## src/rtl/mlp_pkg.sv

```systemverilog
// Shared definitions for the MLP parameter memory: writer FSM states,
// default fixed-point widths and the address width helpers used by writer, memory and FSM.
package mlp_pkg;

   typedef enum logic [1:0] {
      IDLE  = 2'd0,
      LOAD  = 2'd1,
      WRITE = 2'd2,
      DONE  = 2'd3
   } writer_state_t;

   localparam int DEF_QM = 3;
   localparam int DEF_QN = 5;
   localparam int DEF_WM = 3;
   localparam int DEF_WN = 5;
   localparam int DW     = DEF_QM + DEF_QN;
   localparam int WW     = DEF_WM + DEF_WN;

   // Widths never drop below one bit so a degenerate dimension still yields a legal port.
   function automatic int layer_addr_w(input int m);
      return (m > 2) ? $clog2(m - 1) : 1;
   endfunction

   function automatic int neuron_addr_w(input int n);
      return (n > 1) ? $clog2(n) : 1;
   endfunction

   function automatic int word_cnt_w(input int n);
      return $clog2(n + 1);
   endfunction

endpackage

```

## src/rtl/mlp_param_writer.sv

```systemverilog
// Streaming parameter loader: assembles one neuron's weight row plus bias from a
// valid/ready word stream and issues a single write strobe per neuron.
module mlp_param_writer
   import mlp_pkg::*;
#(
   parameter int M  = 3,
   parameter int N  = 3,
   parameter int QM = 3,
   parameter int QN = 5,
   parameter int WM = 3,
   parameter int WN = 5
) (
   input  logic                            clk,
   input  logic                            rst,
   input  logic                            start,
   input  logic                            s_valid,
   output logic                            s_ready,
   input  logic signed [WM+WN-1:0]         s_data,
   output logic                            write_en,
   output logic [layer_addr_w(M)-1:0]      layer_addr,
   output logic [neuron_addr_w(N)-1:0]     neuron_addr,
   output logic signed [WM+WN-1:0]         w_row [N],
   output logic signed [QM+QN-1:0]         bias,
   output logic                            busy,
   output logic                            done
);

   localparam int WGT_W  = WM + WN;
   localparam int BIAS_W = QM + QN;
   localparam int LA_W   = layer_addr_w(M);
   localparam int NA_W   = neuron_addr_w(N);
   localparam int CNT_W  = word_cnt_w(N);

   writer_state_t            state_q, state_d;
   logic [CNT_W-1:0]         word_cnt_q, word_cnt_d;
   logic [LA_W-1:0]          layer_q, layer_d;
   logic [NA_W-1:0]          neuron_q, neuron_d;
   logic signed [BIAS_W-1:0] bias_q, bias_conv;
   logic                     accept, last_neuron, last_layer;

   assign accept      = (state_q == LOAD) && s_valid;
   assign last_neuron = (neuron_q == NA_W'(N - 1));
   assign last_layer  = (layer_q == LA_W'(M - 2));

   // Bias is re-sized only; the binary point is not moved between WN and QN.
   generate
      if (WGT_W > BIAS_W) begin : g_bias_trunc
         assign bias_conv = s_data[BIAS_W-1:0];
      end else if (WGT_W < BIAS_W) begin : g_bias_sext
         assign bias_conv = {{(BIAS_W - WGT_W){s_data[WGT_W-1]}}, s_data};
      end else begin : g_bias_copy
         assign bias_conv = s_data;
      end
   endgenerate

   for (genvar gi = 0; gi < N; gi++) begin : g_row
      logic signed [WGT_W-1:0] w_q;
      always_ff @(posedge clk) begin
         if (rst) begin
            w_q <= '0;
         end else if (accept && (word_cnt_q == CNT_W'(gi))) begin
            w_q <= s_data;
         end
      end
      assign w_row[gi] = w_q;
   end

   always_ff @(posedge clk) begin
      if (rst) begin
         bias_q <= '0;
      end else if (accept && (word_cnt_q == CNT_W'(N))) begin
         bias_q <= bias_conv;
      end
   end

   always_ff @(posedge clk) begin
      if (rst) begin
         state_q    <= IDLE;
         word_cnt_q <= '0;
         layer_q    <= '0;
         neuron_q   <= '0;
      end else begin
         state_q    <= state_d;
         word_cnt_q <= word_cnt_d;
         layer_q    <= layer_d;
         neuron_q   <= neuron_d;
      end
   end

   always_comb begin
      state_d    = state_q;
      word_cnt_d = word_cnt_q;
      layer_d    = layer_q;
      neuron_d   = neuron_q;
      s_ready    = 1'b0;
      write_en   = 1'b0;
      busy       = 1'b0;
      done       = 1'b0;
      case (state_q)
         IDLE: begin
            if (start) begin
               state_d    = LOAD;
               word_cnt_d = '0;
               layer_d    = '0;
               neuron_d   = '0;
            end
         end
         LOAD: begin
            s_ready = 1'b1;
            busy    = 1'b1;
            if (s_valid) begin
               if (word_cnt_q == CNT_W'(N)) begin
                  state_d = WRITE;
               end else begin
                  word_cnt_d = word_cnt_q + CNT_W'(1);
               end
            end
         end
         WRITE: begin
            write_en   = 1'b1;
            busy       = 1'b1;
            word_cnt_d = '0;
            if (last_neuron && last_layer) begin
               state_d = DONE;
            end else begin
               state_d = LOAD;
               if (last_neuron) begin
                  neuron_d = '0;
                  layer_d  = layer_q + LA_W'(1);
               end else begin
                  neuron_d = neuron_q + NA_W'(1);
               end
            end
         end
         DONE: begin
            done    = 1'b1;
            state_d = IDLE;
         end
         default: state_d = IDLE;
      endcase
   end

   assign layer_addr  = layer_q;
   assign neuron_addr = neuron_q;
   assign bias        = bias_q;

endmodule

```

## config.mk

```make
export PLATFORM = sky130hd
export DESIGN_NAME = mlp_param_writer
export DESIGN_NICKNAME = d
export VERILOG_FILES = /design/src/rtl/mlp_pkg.sv /design/src/rtl/mlp_param_writer.sv
export SDC_FILE = /design/constraint.sdc
export NUM_CORES = 1
export LEC_CHECK = 0
export CAP_MARGIN = 15
export CORE_AREA = 2 2 62 64
export DETAILED_ROUTE_END_ITERATION = 10
export DIE_AREA = 0 0 64 66
export GPL_TIMING_DRIVEN = 0
export MAX_ROUTING_LAYER = met4
export PLACE_DENSITY = 0.9
export SETUP_SLACK_MARGIN = 0.4
export SKIP_CTS_REPAIR_TIMING = 1
export SYNTH_ARGS = -nofsm -noshare
export SYNTH_HDL_FRONTEND = slang
export SYNTH_SLANG_ARGS = --single-unit
```

## constraint.sdc

```tcl
create_clock -name clk -period 2.5 [get_ports clk]
set_input_delay 0.375 -clock clk [delete_from_list [all_inputs] [get_ports clk]]
set_output_delay 0.375 -clock clk [all_outputs]
set_load 0.01 [all_outputs]
```

==> reports/metrics.yaml, run 1 <==
status:
  status: "complete, no violations"
synthesis:
  synth_edf_count: 0
  postSynthCellCount: 160
  ys_async_sr_fraction: 0
  ys_ff_latch: 39
  yosysUniqueCellTypes: 25
  syn-cell-area_sq_um: 1660
  synthFlopType: "dfxtp_1"
  yosys_warnings: 0
  syn_nets: 182
  syn_area_per_cell_sq_um: 10.4
  yosysSeqAreaShare: 0.471
sta:
  final_max_slew_viol_count: 0
  min_period_over_period: 0.806
  worst_slack_ns: 0.485
  timing.slew.headroom: 0.674
  worst_clock_skew_ns: 0.00794
  setup_violations: 0
  fmax_mhz: 496
  finalHoldViolations: 0
  min_period_ns: 2.02
  worst_slew_pin_slew_ns: 0.489
  tns_ns: 0
  rsz0062_at_grt: "no"
setup_path:
  arrival_ns: 1.64
  critPathLaunchType: "register"
  path_class: "register to output pin"
  path_max_fanout: 7
  required_ns: 2.12
  cp-end-kind: "output pin"
route:
  viasPerCell: 4.94
  first_pass_iters: 4
  ant_nets: 0
  top_layer: "met4"
  routed_wl_mm: 3.50
  routedWlPerCell_um: 13.3
  met3_length_um: 156
  drc: 0
  wl_met2_mm: 1.63
  drt_iter0_drc: 47
  dr_total_vias: 1305
  wl_met1_mm: 1.65
pwr:
  p_comb_frac: 0.283
  p_per_area_nw_per_um2: 739
  pwr-share-seq: 0.414
  total_power_mw: 1.71
  power_switching_mw: 0.490
  clkPwrFrac: 0.303
  p_int_mw: 1.22
  irDropWorstVdd_uv: 712
  swShare: 0.286
  leakagePower_nw: 1.07
clocking:
  cts-htree-levels: 2
  clock-sinks: 39
  path_clk_slew_ns: 0.12
  cts-root-buf: "clkbuf_4"
  numCtsBuffers: 5
  clockBufferDepth: 2
  cts_tree: "yes"
  clock_latency_ns: 0.34
global_routing:
  grt_pass1_vias: 1144
  grt_max_degree: 13
  grt_usage: 0.179
  grt_pass1_wl_mm: 5.49
  antenna_found_initial: 0
  overflow: 0
place:
  globalplace.congestion: 0.742
  portBuffers: 48
  post-dp-hpwl_mm: 2.48
  dp_worst_setup_slack_ns: 0.720
cells_and_area:
  final_common_cell: "clkdlybuf4s50_1"
  n_antenna_cell: 0
  register_area_sq_um: 785
  area_delta_synth_final_pct: 39.8
  fill_cells: 286
  final_nets: 237
  post-route-util: 0.653
  layout_common_cells: "clkdlybuf4s50_1 (48), dfxtp_1 (38), nor2_1 (37), mux2i_1 (33), ha_1 (8)"
  drive_gt1_frac: 0.111
  multiInputGateArea_sq_um: 835
die:
  die_w_um: 64
  rows: 22
  io-pin-count: 51
  coreArea_sq_um: 3550
  start_util: 0.467
  die_h_um: 66
  dieArea_sq_um: 4220
flow_run:
  cap_viol_max_count: 0
worst_hold_path:
  hold_class: "primary input to register"
final cells by class:
| class | count | share of cell area |
|---|---|---|
| multi-input cells | 109 | 0.360 |
| flip-flops and latches | 39 | 0.338 |
| repair buffers | 48 | 0.207 |
| clock inverters | 2 | 0.0259 |
| well taps | 48 | 0.0259 |
| clock buffers | 6 | 0.0178 |
| plain buffers | 6 | 0.0140 |
| inverters | 6 | 0.0108 |
registers in the layout, summed over array words and instances, names as in the netlist:
signal	cells
g_row.w_q	24
layer_addr	1
word_cnt_q	2
neuron_addr	2
state_q	2
bias	8
cell usage after synthesis, types with 2 or more instances:
| cell type | n | area share |
|---|---|---|
| buf_2 | 2 | 0.0060 |
| dfxtp_1 | 39 | 0.47 |
| nand2_1 | 3 | 0.0068 |
| clkbuf_1 | 2 | 0.0045 |
| nand2b_1 | 3 | 0.011 |
| inv_1 | 5 | 0.011 |
| a211oi_2 | 2 | 0.015 |
| ha_1 | 10 | 0.075 |
| nand3_2 | 4 | 0.024 |
| nor2_1 | 37 | 0.084 |
| nand3_1 | 3 | 0.0091 |
| a21oi_1 | 5 | 0.015 |
| mux2i_1 | 33 | 0.20 |
worst paths after layout:
check,depth (start not counted),slack [ns],startpoint,end
hold reg to reg,2,0.51,g_row[2].w_q[6]$_SDFFE_PP0P_,g_row[2].w_q[6]$_SDFFE_PP0P_
setup reg to reg,6,0.95,state_q[0]$_SDFFE_PP0P_,state_q[0]$_SDFFE_PP0P_
setup / recovery,3,0.48,state_q[0]$_SDFFE_PP0P_,write_en
hold / removal,2,0.32,rst,state_q[0]$_SDFFE_PP0P_
per-layer routing:
layer  vias up  GRT usage
li1        651          -
met1       616      0.222
met2        31      0.273
met3         7     0.0494
met4         0     0.0788
met5         -          -
power by group through the flow:
stage / logic (mW) / clock network (mW) / registers [mW]
after floorplan: 0.299 / 0 / 0.718
after global placement: 0.461 / 0 / 0.712
after detailed placement: 0.470 / 0 / 0.714
after CTS: 0.473 / 0.531 / 0.701
after global routing: 0.528 / 0.562 / 0.716
final: 0.484 / 0.520 / 0.709
critical path, cell delays in order, from the launching register on:
cell and delay [ns]:
dfxtp_4 0.39, inv_1 0.10, ha_2 0.25, clkdlybuf4s50_1 0.55
metrics by stage:
stage	area [sq um]	hold slack [ns]	std cells
floorplan	1660	0.479	160
global route	2320	0.316	264
detailed placement	2200	0.485	256
finish	2320	0.317	264
global placement	2200	0.477	256
CTS	2300	0.306	264
kinds of logic after synthesis:
family | Yosys count | synth area share
and+or+nand+nor | 54 | 0.156
DFF | 39 | 0.471
muxes | 33 | 0.199
AOI/OAI and AO/OA | 12 | 0.0634
buffers and inverters | 12 | 0.0347
adders and majority gates | 10 | 0.0755
Power figures use the tool's default switching activity.
==> run 2: changes to the inputs <==
- CORE_AREA: 2 2 62 64 -> 2 2 67 69
- DIE_AREA: 0 0 64 66 -> 0 0 69 71
- PLACE_DENSITY: 0.9 -> 0.83
- clock period: 2.5 -> 1.7 ns (I/O delays scaled with it)
==> reports/metrics.yaml, run 2 (synthesis results as in run 1) <==
sta:
  finalHoldViolations: 0  # unchanged
  worst_clock_skew_ns: 0.00307  # -0.00487 ns
  timing.slew.headroom: 0.677  # +0.00318
  final_max_slew_viol_count: 0  # unchanged
  min_period_ns: 1.51
  fmax_mhz: 662
  min_period_over_period: 0.889
  worst_slew_pin_slew_ns: 0.484  # -0.00477 ns
  whs_ns: 0.258  # -0.0594 ns
  rsz0062_at_grt: "yes"
  setup_violations: 0  # unchanged
setup_path:
  crit_family: "compound AO/OA/AOI/OAI gates"
  crit_slowest_cell: "dfxtp_4"
  critPathLaunchType: "register"
  cp-end-kind: "register"
  path_cells: "buf_6, buf_6, ha_4, buf_8, a221oi_4, a21o_2, a21oi_1"
  arrival_ns: 1.69  # +0.05 ns
  critPathMostFrequentCell: "buf_6"
  critPathMaxStageDelay_ns: 0.36  # -0.19 ns
  path_class: "register to register"
  path_max_fanout: 5  # -2
  path_buf_inv: 3  # +1
  required_ns: 1.88  # -0.24 ns
place:
  post-dp-hpwl_mm: 2.61  # +5.2%
  globalplace.congestion: 0.761  # +2.5%
  portBuffers: 48  # unchanged
pwr:
  total_power_mw: 2.66  # +56%
  irDropWorstVdd_uv: 781  # +9.8%
  leakagePower_nw: 1.80  # +67%
  p_per_area_nw_per_um2: 1030  # +39%
route:
  routed_wl_mm: 3.85  # +10%
  drc: 0  # unchanged
  viasPerCell: 4.79  # -3.1%
  dr_total_vias: 1313  # +0.61%
  first_pass_iters: 4  # unchanged
  wl_met1_mm: 1.64  # -0.85%
  routedWlPerCell_um: 14.1  # +6.0%
  ant_nets: 0  # unchanged
  drt_iter0_drc: 65  # +38%
  top_layer: "met4"
  wl_met2_mm: 1.97  # +21%
  met3_length_um: 178  # +14%
clocking:
  cts_tree: "yes"
  numCtsBuffers: 5  # unchanged
  clock-sinks: 39  # unchanged
  cts-htree-levels: 2  # unchanged
  clockBufferDepth: 2  # unchanged
  clock_latency_ns: 0.29  # -0.05 ns
  path_clk_slew_ns: 0.07  # -0.05 ns
  cts-root-buf: "clkbuf_8"
cells_and_area:
  largest-register: "g_row.w_q"
  area_delta_synth_final_pct: 56.1
  drive_gt1_frac: 0.203  # +0.0916
  largest_reg_flops: 24  # unchanged
  final_nets: 245  # +3.4%
  layout_common_cells: "nor2_1 (36), dfxtp_1 (36), dlymetal6s2s_1 (36), mux2i_1 (33), clkdlybuf4s50_1 (9)"
  n_antenna_cell: 0  # unchanged
global_routing:
  grt_usage: 0.153  # -0.0258
  antenna_found_initial: 0  # unchanged
  grt_pass1_wl_mm: 5.51  # +0.51%
  grt_max_degree: 12  # -1
  overflow: 0  # unchanged
  grt_pass1_vias: 1138  # -0.52%
die:
  rows: 24  # +9.1%
  io-pin-count: 51  # unchanged
  dieArea_sq_um: 4900  # +16%
  start_util: 0.394  # -0.0725
  coreArea_sq_um: 4200  # +18%
  die_h_um: 71  # +7.6%
  die_w_um: 69  # +7.8%
status:
  status: "complete, no violations"
flow_run:
  cap_viol_max_count: 0  # unchanged
worst_hold_path:
  hold_class: "primary input to register"
==> run 2: cell types whose count changed in the layout (fill, tap and decap cells not counted), moves of 5 or more <==
cell,delta
clkdlybuf4s50_1,-39
dlymetal6s2s_1,+36
buf_6,+5
clkbuf_4,-5
clkbuf_8,+5
==> run 2: metal layers <==
metal | global-route usage | vias to the layer above
li1 | - | 664
met1 | 0.176 | 614
met2 | 0.241 | 31
met3 | 0.0513 | 4
met4 | 0.0719 | 0
met5 | - | -
==> run 2: final timing paths <==
check | start | end | slack, ns | cells past startpoint
min reg2reg | g_row[1].w_q[3]$_SDFFE_PP0P_ | g_row[1].w_q[3]$_SDFFE_PP0P_ | 0.49 | 2
min | rst | g_row[0].w_q[2]$_SDFFE_PP0P_ | 0.26 | 2
max | state_q[0]$_SDFFE_PP0P_ | state_q[1]$_SDFFE_PP0P_ | 0.19 | 7
max reg2reg | state_q[0]$_SDFFE_PP0P_ | state_q[1]$_SDFFE_PP0P_ | 0.19 | 7
==> run 2: power by group <==
group | leakage, nW | internal (mW) | switching (mW)
registers | 0.317 | 0.986 | 0.0628
clock network | 0.0404 | 0.273 | 0.303
logic | 1.44 | 0.552 | 0.489
total | 1.80 | 1.81 | 0.855
==> run 2: metrics by stage <==
step / cells / TNS [ns] / util / setup WS (ns) / instance area (sq um)
2_1_floorplan: 160 / 0 / - / 0.399 / 1690
3_3_place_gp: 260 / 0 / 0.532 / 0.129 / 2240
3_5_place_dp: 260 / 0 / 0.532 / 0.102 / 2240
4_1_cts: 266 / -0.273 / 0.550 / -0.106 / 2310
5_1_grt: 274 / 0 / 0.615 / 0.134 / 2590
6_report: 274 / 0 / 0.615 / 0.189 / 2590
==> run 2: final cells by class <==
cell class,count,area (sq um)
plain buffers,6,42.5
clock buffers,5,68.8
clock inverters,1,6.26
fillers,359,1620
inverters,6,37.5
multi-input cells,109,941
flip-flops and latches,39,790
well taps,52,65.1
repair buffers,56,637
